## src/rtl/phase_search_ctrl.sv

```systemverilog
// Automatic RX sampling-phase search: sweeps every phase, counts I+Q symbol errors per window,
// applies the best phase and flags lock. Optional macro PHASE_SEARCH_TRACK_EN adds in-lock tracking.
//
// state     | meaning
// S_IDLE    | waiting for first i_start
// S_SETTLE  | discarding SETTLE_SYM symbols after a phase change
// S_MEASURE | accumulating errors over WIN_LEN symbols
// S_COMPARE | keep best phase, step to next phase or finish
// S_APPLY   | drive best phase and result outputs, pulse done
// S_LOCKED  | holding result (tracking windows when enabled)
module phase_search_ctrl #(
  parameter int NB_PHASE     = 2,
  parameter int NB_ERR       = 16,
  parameter int WIN_LEN      = 1024,
  parameter int SETTLE_SYM   = 16,
  parameter int LOCK_MAX_ERR = 0
) (
  input  logic                clock,
  input  logic                i_reset,
  input  logic                i_enable,
  input  logic                i_start,
  input  logic                i_valid,
  input  logic                i_errI,
  input  logic                i_errQ,
  output logic [NB_PHASE-1:0] o_phase,
  output logic                o_busy,
  output logic                o_lock,
  output logic                o_done,
  output logic [NB_ERR-1:0]   o_best_err
);

  localparam int CNT_MAX = (WIN_LEN > SETTLE_SYM) ? WIN_LEN : SETTLE_SYM;
  localparam int NB_CNT  = $clog2(CNT_MAX + 1);
  localparam int NB_SUM  = NB_ERR + 1;
  localparam logic [NB_CNT-1:0]   CNT_WIN    = NB_CNT'(WIN_LEN);
  localparam logic [NB_CNT-1:0]   CNT_SETTLE = NB_CNT'(SETTLE_SYM);
  localparam logic [NB_CNT-1:0]   CNT_ONE    = NB_CNT'(1);
  localparam logic [NB_ERR-1:0]   ERR_MAX    = '1;
  localparam logic [NB_ERR-1:0]   LOCK_THR   = NB_ERR'(LOCK_MAX_ERR);
  localparam logic [NB_PHASE-1:0] PH_LAST    = '1;
  localparam logic [NB_PHASE-1:0] PH_ONE     = NB_PHASE'(1);

  typedef enum logic [2:0] {
    S_IDLE, S_SETTLE, S_MEASURE, S_COMPARE, S_APPLY, S_LOCKED
  } state_t;

  state_t              r_state, w_state;
  logic [NB_PHASE-1:0] r_phase, w_phase;
  logic [NB_PHASE-1:0] r_best_phase, w_best_phase;
  logic [NB_ERR-1:0]   r_best_err, w_best_err;
  logic [NB_ERR-1:0]   r_err_acc, w_err_acc;
  logic [NB_ERR-1:0]   r_out_err, w_out_err;
  logic [NB_CNT-1:0]   r_cnt, w_cnt;
  logic                r_busy, w_busy;
  logic                r_lock, w_lock;
  logic                r_done, w_done;
  logic                w_sym;
  logic                w_restart;
  logic [NB_SUM-1:0]   w_err_sum;
  logic [NB_ERR-1:0]   w_acc_inc;

  assign w_sym     = i_valid & i_enable;
  assign w_err_sum = {1'b0, r_err_acc} + NB_SUM'(i_errI) + NB_SUM'(i_errQ);
  assign w_acc_inc = w_err_sum[NB_ERR] ? ERR_MAX : w_err_sum[NB_ERR-1:0];

  always_comb begin
    w_state      = r_state;
    w_phase      = r_phase;
    w_best_phase = r_best_phase;
    w_best_err   = r_best_err;
    w_err_acc    = r_err_acc;
    w_out_err    = r_out_err;
    w_cnt        = r_cnt;
    w_busy       = r_busy;
    w_lock       = r_lock;
    w_done       = r_done;
    w_restart    = 1'b0;
    if (i_enable) begin
      w_done = 1'b0;
      case (r_state)
        S_IDLE: w_restart = i_start;
        S_SETTLE: begin
          if (r_cnt == '0) begin
            w_state = S_MEASURE;
            w_cnt   = CNT_WIN;
          end else if (w_sym) begin
            if (r_cnt == CNT_ONE) begin
              w_state = S_MEASURE;
              w_cnt   = CNT_WIN;
            end else begin
              w_cnt = r_cnt - CNT_ONE;
            end
          end
        end
        S_MEASURE: begin
          if (w_sym) begin
            w_err_acc = w_acc_inc;
            if (r_cnt == CNT_ONE) begin
              w_state = S_COMPARE;
              w_cnt   = '0;
            end else begin
              w_cnt = r_cnt - CNT_ONE;
            end
          end
        end
        S_COMPARE: begin
          // strict less-than: on a tie the earlier (lower) phase wins
          if (r_err_acc < r_best_err) begin
            w_best_err   = r_err_acc;
            w_best_phase = r_phase;
          end
          w_err_acc = '0;
          if (r_phase == PH_LAST) begin
            w_state = S_APPLY;
          end else begin
            w_phase = r_phase + PH_ONE;
            w_cnt   = CNT_SETTLE;
            w_state = S_SETTLE;
          end
        end
        S_APPLY: begin
          w_phase   = r_best_phase;
          w_out_err = r_best_err;
          w_lock    = (r_best_err <= LOCK_THR);
          w_done    = 1'b1;
          w_busy    = 1'b0;
          w_cnt     = CNT_WIN;
          w_err_acc = '0;
          w_state   = S_LOCKED;
        end
        S_LOCKED: begin
          if (i_start) begin
            w_restart = 1'b1;
          end else begin
`ifdef PHASE_SEARCH_TRACK_EN
            if (w_sym) begin
              if (r_cnt == CNT_ONE) begin
                if (w_acc_inc > LOCK_THR) begin
                  w_restart = 1'b1;
                end else begin
                  w_out_err = w_acc_inc;
                  w_err_acc = '0;
                  w_cnt     = CNT_WIN;
                end
              end else begin
                w_err_acc = w_acc_inc;
                w_cnt     = r_cnt - CNT_ONE;
              end
            end
`else
            w_state = S_LOCKED;
`endif
          end
        end
        default: w_state = S_IDLE;
      endcase
      if (w_restart) begin
        w_state      = S_SETTLE;
        w_phase      = '0;
        w_best_phase = '0;
        w_best_err   = ERR_MAX;
        w_out_err    = ERR_MAX;
        w_err_acc    = '0;
        w_cnt        = CNT_SETTLE;
        w_busy       = 1'b1;
        w_lock       = 1'b0;
      end
    end
  end

  always_ff @(posedge clock or posedge i_reset) begin
    if (i_reset) begin
      r_state      <= S_IDLE;
      r_phase      <= '0;
      r_best_phase <= '0;
      r_best_err   <= ERR_MAX;
      r_err_acc    <= '0;
      r_out_err    <= ERR_MAX;
      r_cnt        <= '0;
      r_busy       <= 1'b0;
      r_lock       <= 1'b0;
      r_done       <= 1'b0;
    end else begin
      r_state      <= w_state;
      r_phase      <= w_phase;
      r_best_phase <= w_best_phase;
      r_best_err   <= w_best_err;
      r_err_acc    <= w_err_acc;
      r_out_err    <= w_out_err;
      r_cnt        <= w_cnt;
      r_busy       <= w_busy;
      r_lock       <= w_lock;
      r_done       <= w_done;
    end
  end

  assign o_phase    = r_phase;
  assign o_busy     = r_busy;
  assign o_lock     = r_lock;
  assign o_done     = r_done;
  assign o_best_err = r_out_err;

endmodule

```

## config.mk

```make
export PLATFORM = sky130hd
export DESIGN_NAME = phase_search_ctrl
export DESIGN_NICKNAME = d
export VERILOG_FILES = /design/src/rtl/phase_search_ctrl.sv
export SDC_FILE = /design/constraint.sdc
export NUM_CORES = 1
export LEC_CHECK = 0
export BUFFER_PORTS_ARGS = -buffer_cell sky130_fd_sc_hd__buf_4
export CAP_MARGIN = 20
export CELL_PAD_IN_SITES_DETAIL_PLACEMENT = 0
export CELL_PAD_IN_SITES_GLOBAL_PLACEMENT = 2
export CORE_UTILIZATION = 35
export CTS_CLUSTER_DIAMETER = 120
export DETAILED_ROUTE_END_ITERATION = 6
export GPL_TIMING_DRIVEN = 0
export PLACE_DENSITY_LB_ADDON = 0.05
export SLEW_MARGIN = 10
export SYNTH_ARGS = -nofsm -noshare
export SYNTH_HDL_FRONTEND = slang
export SYNTH_SLANG_ARGS = --single-unit
export TNS_END_PERCENT = 100
```

## constraint.sdc

```tcl
create_clock -name clock -period 4.7 [get_ports clock]
set_input_delay 0.94 -clock clock [delete_from_list [all_inputs] [get_ports clock]]
set_output_delay 0.94 -clock clock [all_outputs]
set_load 0.1 [all_outputs]
```

---- After elaboration in Yosys (flattened, before gate mapping) ----
Index checks and enable logic that the tools add are counted.
storage, ports and cells
  register bits after elaboration ......... 69
  bits of input ports ..................... 7
  output and inout port bits .............. 21
  logic and storage cells ................. 86
operators by class
  add/subtract/negate cells ............... 4
  $lt $le $gt $ge ......................... 2
  eq/ne operators ......................... 14
  mux-type cells .......................... 40
  bitwise operators ....................... 1
  reduce and logical (&&, ||, !) cells .... 15
operator list
  cell                   number
  $mux 16                8
  $mux 11                7
  $pmux 11 s4            1
  $pmux 16 s2            1
  $mux 3                 8
  $pmux 3 s6             1
  $add 16x1->17          1
  $add 17x1->17          1
  $le 16x1->1 const B    1
  $lt 16x16->1           1
  $ne 3x3->1 const B     4
  $eq 11x1->1 const B    1
  $logic_not 11->1       1
  $sub 11x1->11 const B  1
  $mux 2                 5
  $reduce_and 3->1       3
  $ne 4x4->1 const B     2
  $mux 1                 7
  $reduce_and 7->1       1
  $eq 3x2->1 const B     2
  $eq 3x3->1 const B     2
  $reduce_bool 2->1      3
  $reduce_bool 3->1      2
  $reduce_and 5->1       1
  other kinds (11)       11

---- Longest topological paths before layout ----
  depth in word-level cells ............... 6
  gate-level depth with buffers ........... 10
  mapped depth without buffers ............ 9

---- Worst setup path before layout ----
No wires, ideal clock.
  path type ............................... input to register
  start point ............................. input i_errI
  end point ............................... register r_err_acc[8]
  setup time .............................. 0.077 ns
  arrival ................................. 2.817 ns
  required time ........................... 4.623 ns
  slack ................................... 1.806 ns
  stages on the path ...................... 10
  cell sequence ........................... inv_1 -> fa_1 -> inv_1 -> ha_1 -> and3_1 -> nand4_1 -> or2_2 -> buf_2 -> a41o_1 -> a21oi_1
on the way
  longest elaborated chain between the ends .. 6
RTL lines
  what                  RTL line  text
  from (decl)           23        input logic i_errI,
  $add 16x1->17         63        assign w_err_sum = {1'b0, r_err_acc} + NB_SUM'(i_errI) + NB_SUM'(i_errQ);
  $add 17x1->17         63
  $mux 16               64        assign w_acc_inc = w_err_sum[NB_ERR] ? ERR_MAX : w_err_sum[NB_ERR-1:0];
  $mux 16               96        if (w_sym) begin
  $pmux 16 s2           80        case (r_state)
  $mux 16               157       if (w_restart) begin
  to (signal assigned)  188       r_err_acc <= w_err_acc;
  to (decl)             51        logic [NB_ERR-1:0] r_err_acc, w_err_acc;
No other way between the ends. The select of a mux whose other input is x is not followed.
A chain may end at the register's enable or synchronous reset.

---- Final worst setup path ----
Ends and elaborated chain as after synthesis.

==> reports/results.txt <==
Number of instances in the synthesized netlist: 421
Post-synth EDFFs: 0
Leak Pwr: 2.23 nW
DRC Markers: 0
CORE AREA: 11,400 um2
Setup_tns: 0 ps
Total Wirelength: 11,200 um
Violation count after the first detailed-route iteration: 182
Hold Path Class: reg2reg
First-pass detailed-route iteration total: 4
Final number of setup-violating endpoints: 0
Minimum clock period: 2920 ps
Required time at the worst-slack endpoint: 4970 ps
Count of instances resized after the clock tree is built: 0
Post-synthesis instance area: 4080 um2
Max-slew violation count: 0
Via/cell ratio: 5.54
Slew at the pin closest to its max-slew limit: 1070 ps
Row count: 39
Setup Slack @ Placement: 1450 ps
Routed vias: 3,376
Average cell area after synthesis: 9.69 um2
Number of nets in the final layout: 489
Overall Global Routing Usage: 20.2%
CP Class: in2reg
Worst EP arrival: 3180 ps
Starting density of the core: 35.9%
Post-Syn Nets: 449
Highest Clock Rate: 343 MHz
Overall power consumption: 3.25 mW
Top-level port count: 28
Max-cap check violation count: 0
H-Tree Depth: 3
Most frequent standard cell in the layout excluding fill and tap cells: sky130_fd_sc_hd__dfrtp_1
Area of the multi-input gates: 2010 um2
Ys async rst share: 100%
Crit path capture type: flip-flop
Post-route fraction of the period consumed by the critical path: 62.1%
Top_reg_cell synth: sky130_fd_sc_hd__dfrtp_1
Number of buffers inserted by post-CTS setup repair: 0
Fraction of final layout cells sized beyond drive strength 1: 24.5%
Layout overhead on the synthesized area: 17.1%
Floorplan die height: 110 um
Critical-path maximum fanout: 10
GP Congestion: 0.810
Remaining antenna violation count: 0
Setup clock skew after layout: 5.69 ps
Placed Cells: 593
PnR worst setup slack: 1780 ps
Worst-case vdd ir drop: 0.000360 V
Area of the die: 12,100 um2
Proportion of synthesized chip area in sequential cells: 43.3%
Clock tree from TritonCTS: done
Result of the run: completed
Cell variety after synth: 72
Element type at the critical path start: input pin
Ant diodes: 0
Global route overflow: 0
Number of buffers between clock root and the deepest sink: 2
Clock transition at the register clock pins on the worst setup and hold paths after CTS: 60 ps
Most used cells in the layout excluding fill and tap cells: sky130_fd_sc_hd__dfrtp_1, sky130_fd_sc_hd__inv_1, sky130_fd_sc_hd__nand2_1
Power per cell area: 680 nW/um2
Clock Sinks: 69
Number of non-filler instances in the completed layout: 609
Vias in the first global route: 3,229
Final Hold Viols: 0
Die W: 110 um
Post-layout util: 42.0%
Yosys reg bits: 69
Number of buffers added to fix hold violations after cts: 0
Worst slew margin relative to its limit: 28.3%
CTS Buf Count: 9
Count of filler cells inserted in the layout: 1,119
Unrepaired setup endpoints after global routing: false
HPWL Detailed: 8150 um
DR WL/cell: 18.4 um
Ys Warns: 0
Area taken by flip-flops and latches: 1770 um2
Maximum number of pins on one net before global-route repair: 42
Wire length of the first global-routing pass: 18,100 um
Latest clock arrival within the worst-skew pair: 340 ps
Antenna violations before repair: 0
Number of I/O port buffers: 27
Clk Tree Root Cell: sky130_fd_sc_hd__clkbuf_16
power by group:
group | total [mW] | switching (mW) | leakage (nW) | internal, mW
clock | 0.646 | 0.260 | 0.140 | 0.386
combinational | 1.56 | 1.05 | 1.26 | 0.512
sequential | 1.04 | 0.177 | 0.827 | 0.859
total | 3.25 | 1.49 | 2.23 | 1.76
per-layer routing:
metal	wire, um	part of all wire (%)	track usage (%)
met1	6040	54	30.2
met2	4720	42	28.6
met3	264	2.4	3.56
met4	147	1.3	7.71
met5	0	0	0
per-stage QoR:
step           hold slack (ps)  cell area (um2)
6_report                   475             4770
3_5_place_dp               468             4500
5_1_grt                    503             4770
3_3_place_gp               465             4460
4_1_cts                    482             4770
2_1_floorplan              473             4080
final timing paths:
kind                               from             end  slack, ps  depth (start not counted)
max                              i_errI    r_err_acc[8]       1780                         11
min                              o_busy          o_busy        470                          2
max reg2reg                r_err_acc[0]    r_err_acc[8]       2030                         10
min reg2reg                      o_busy          o_busy        470                          2
max in group asynchronous       i_reset  o_best_err[10]       3490                          3
min in group asynchronous       i_reset    r_err_acc[0]        600                          2
cell families after synthesis:
family                   count (synthesis)  share of synthesized area, %
AO/OA/AOI/OAI                          138                          24.9
XOR/XNOR                                 1                         0.215
adder cells (fa/ha/maj)                 21                          6.63
buffers and inverters                   59                          7.27
flip-flops                              69                          43.3
multiplexers                             1                         0.276
AND/OR/NAND/NOR                        132                          17.4
area by class of cell:
class,instances,area share [%]
multi-input cells,293,42.2
well taps,143,3.75
repair buffers,29,4.98
clock buffers,13,5.45
inverters,37,2.96
plain buffers,22,3.30
flip-flops and latches,69,37.0
clock inverters,3,0.367
worst max-delay path: stages:
cell and delay, ps:
sky130_fd_sc_hd__buf_4 70, sky130_fd_sc_hd__inv_1 40, sky130_fd_sc_hd__fa_1 440, sky130_fd_sc_hd__inv_1 90, sky130_fd_sc_hd__ha_1 200, sky130_fd_sc_hd__and3_1 230
sky130_fd_sc_hd__nand4_1 230, sky130_fd_sc_hd__or2_2 350, sky130_fd_sc_hd__buf_2 190, sky130_fd_sc_hd__a41o_1 260, sky130_fd_sc_hd__a21oi_1 130
cells in the mapped netlist, types with 4 or more instances:
cell type                  number  area, um2
sky130_fd_sc_hd__o21ai_0       14       70.1
sky130_fd_sc_hd__nor4_1         5       31.3
sky130_fd_sc_hd__nor2b_1        4       25.0
sky130_fd_sc_hd__and2_1         9       56.3
sky130_fd_sc_hd__dfstp_2       32        841
sky130_fd_sc_hd__o22ai_1        5       31.3
sky130_fd_sc_hd__o21bai_1       5       37.5
sky130_fd_sc_hd__dfrtp_1       37        926
sky130_fd_sc_hd__clkbuf_1       5       18.8
sky130_fd_sc_hd__a31oi_1        9       56.3
sky130_fd_sc_hd__a21oi_1       27        135
sky130_fd_sc_hd__o22a_2         8       80.1
sky130_fd_sc_hd__o22a_1        11       96.3
sky130_fd_sc_hd__a21o_1         4       30.0
sky130_fd_sc_hd__a211oi_1       6       45.0
sky130_fd_sc_hd__nand4_1        7       43.8
sky130_fd_sc_hd__nor2_1        22       82.6
sky130_fd_sc_hd__ha_1          20        250
sky130_fd_sc_hd__nand3_1        9       45.0
sky130_fd_sc_hd__buf_6          7       78.8
sky130_fd_sc_hd__and3_1         6       37.5
sky130_fd_sc_hd__inv_1         37        139
sky130_fd_sc_hd__nor3_1        14       70.1
sky130_fd_sc_hd__o31ai_1        4       30.0
sky130_fd_sc_hd__buf_2          9       45.0
sky130_fd_sc_hd__nand2_1       33        124
sky130_fd_sc_hd__o211ai_1       7       52.6
state kept, by name (all words and copies together) (netlist names):
name and count:
r_state 3, r_err_acc 16, r_best_phase 2, r_best_err 16, o_phase 2, o_lock 1, r_cnt 11, o_busy 1
o_best_err 16, o_done 1
Note: power is estimated with default switching activity, not from simulation.
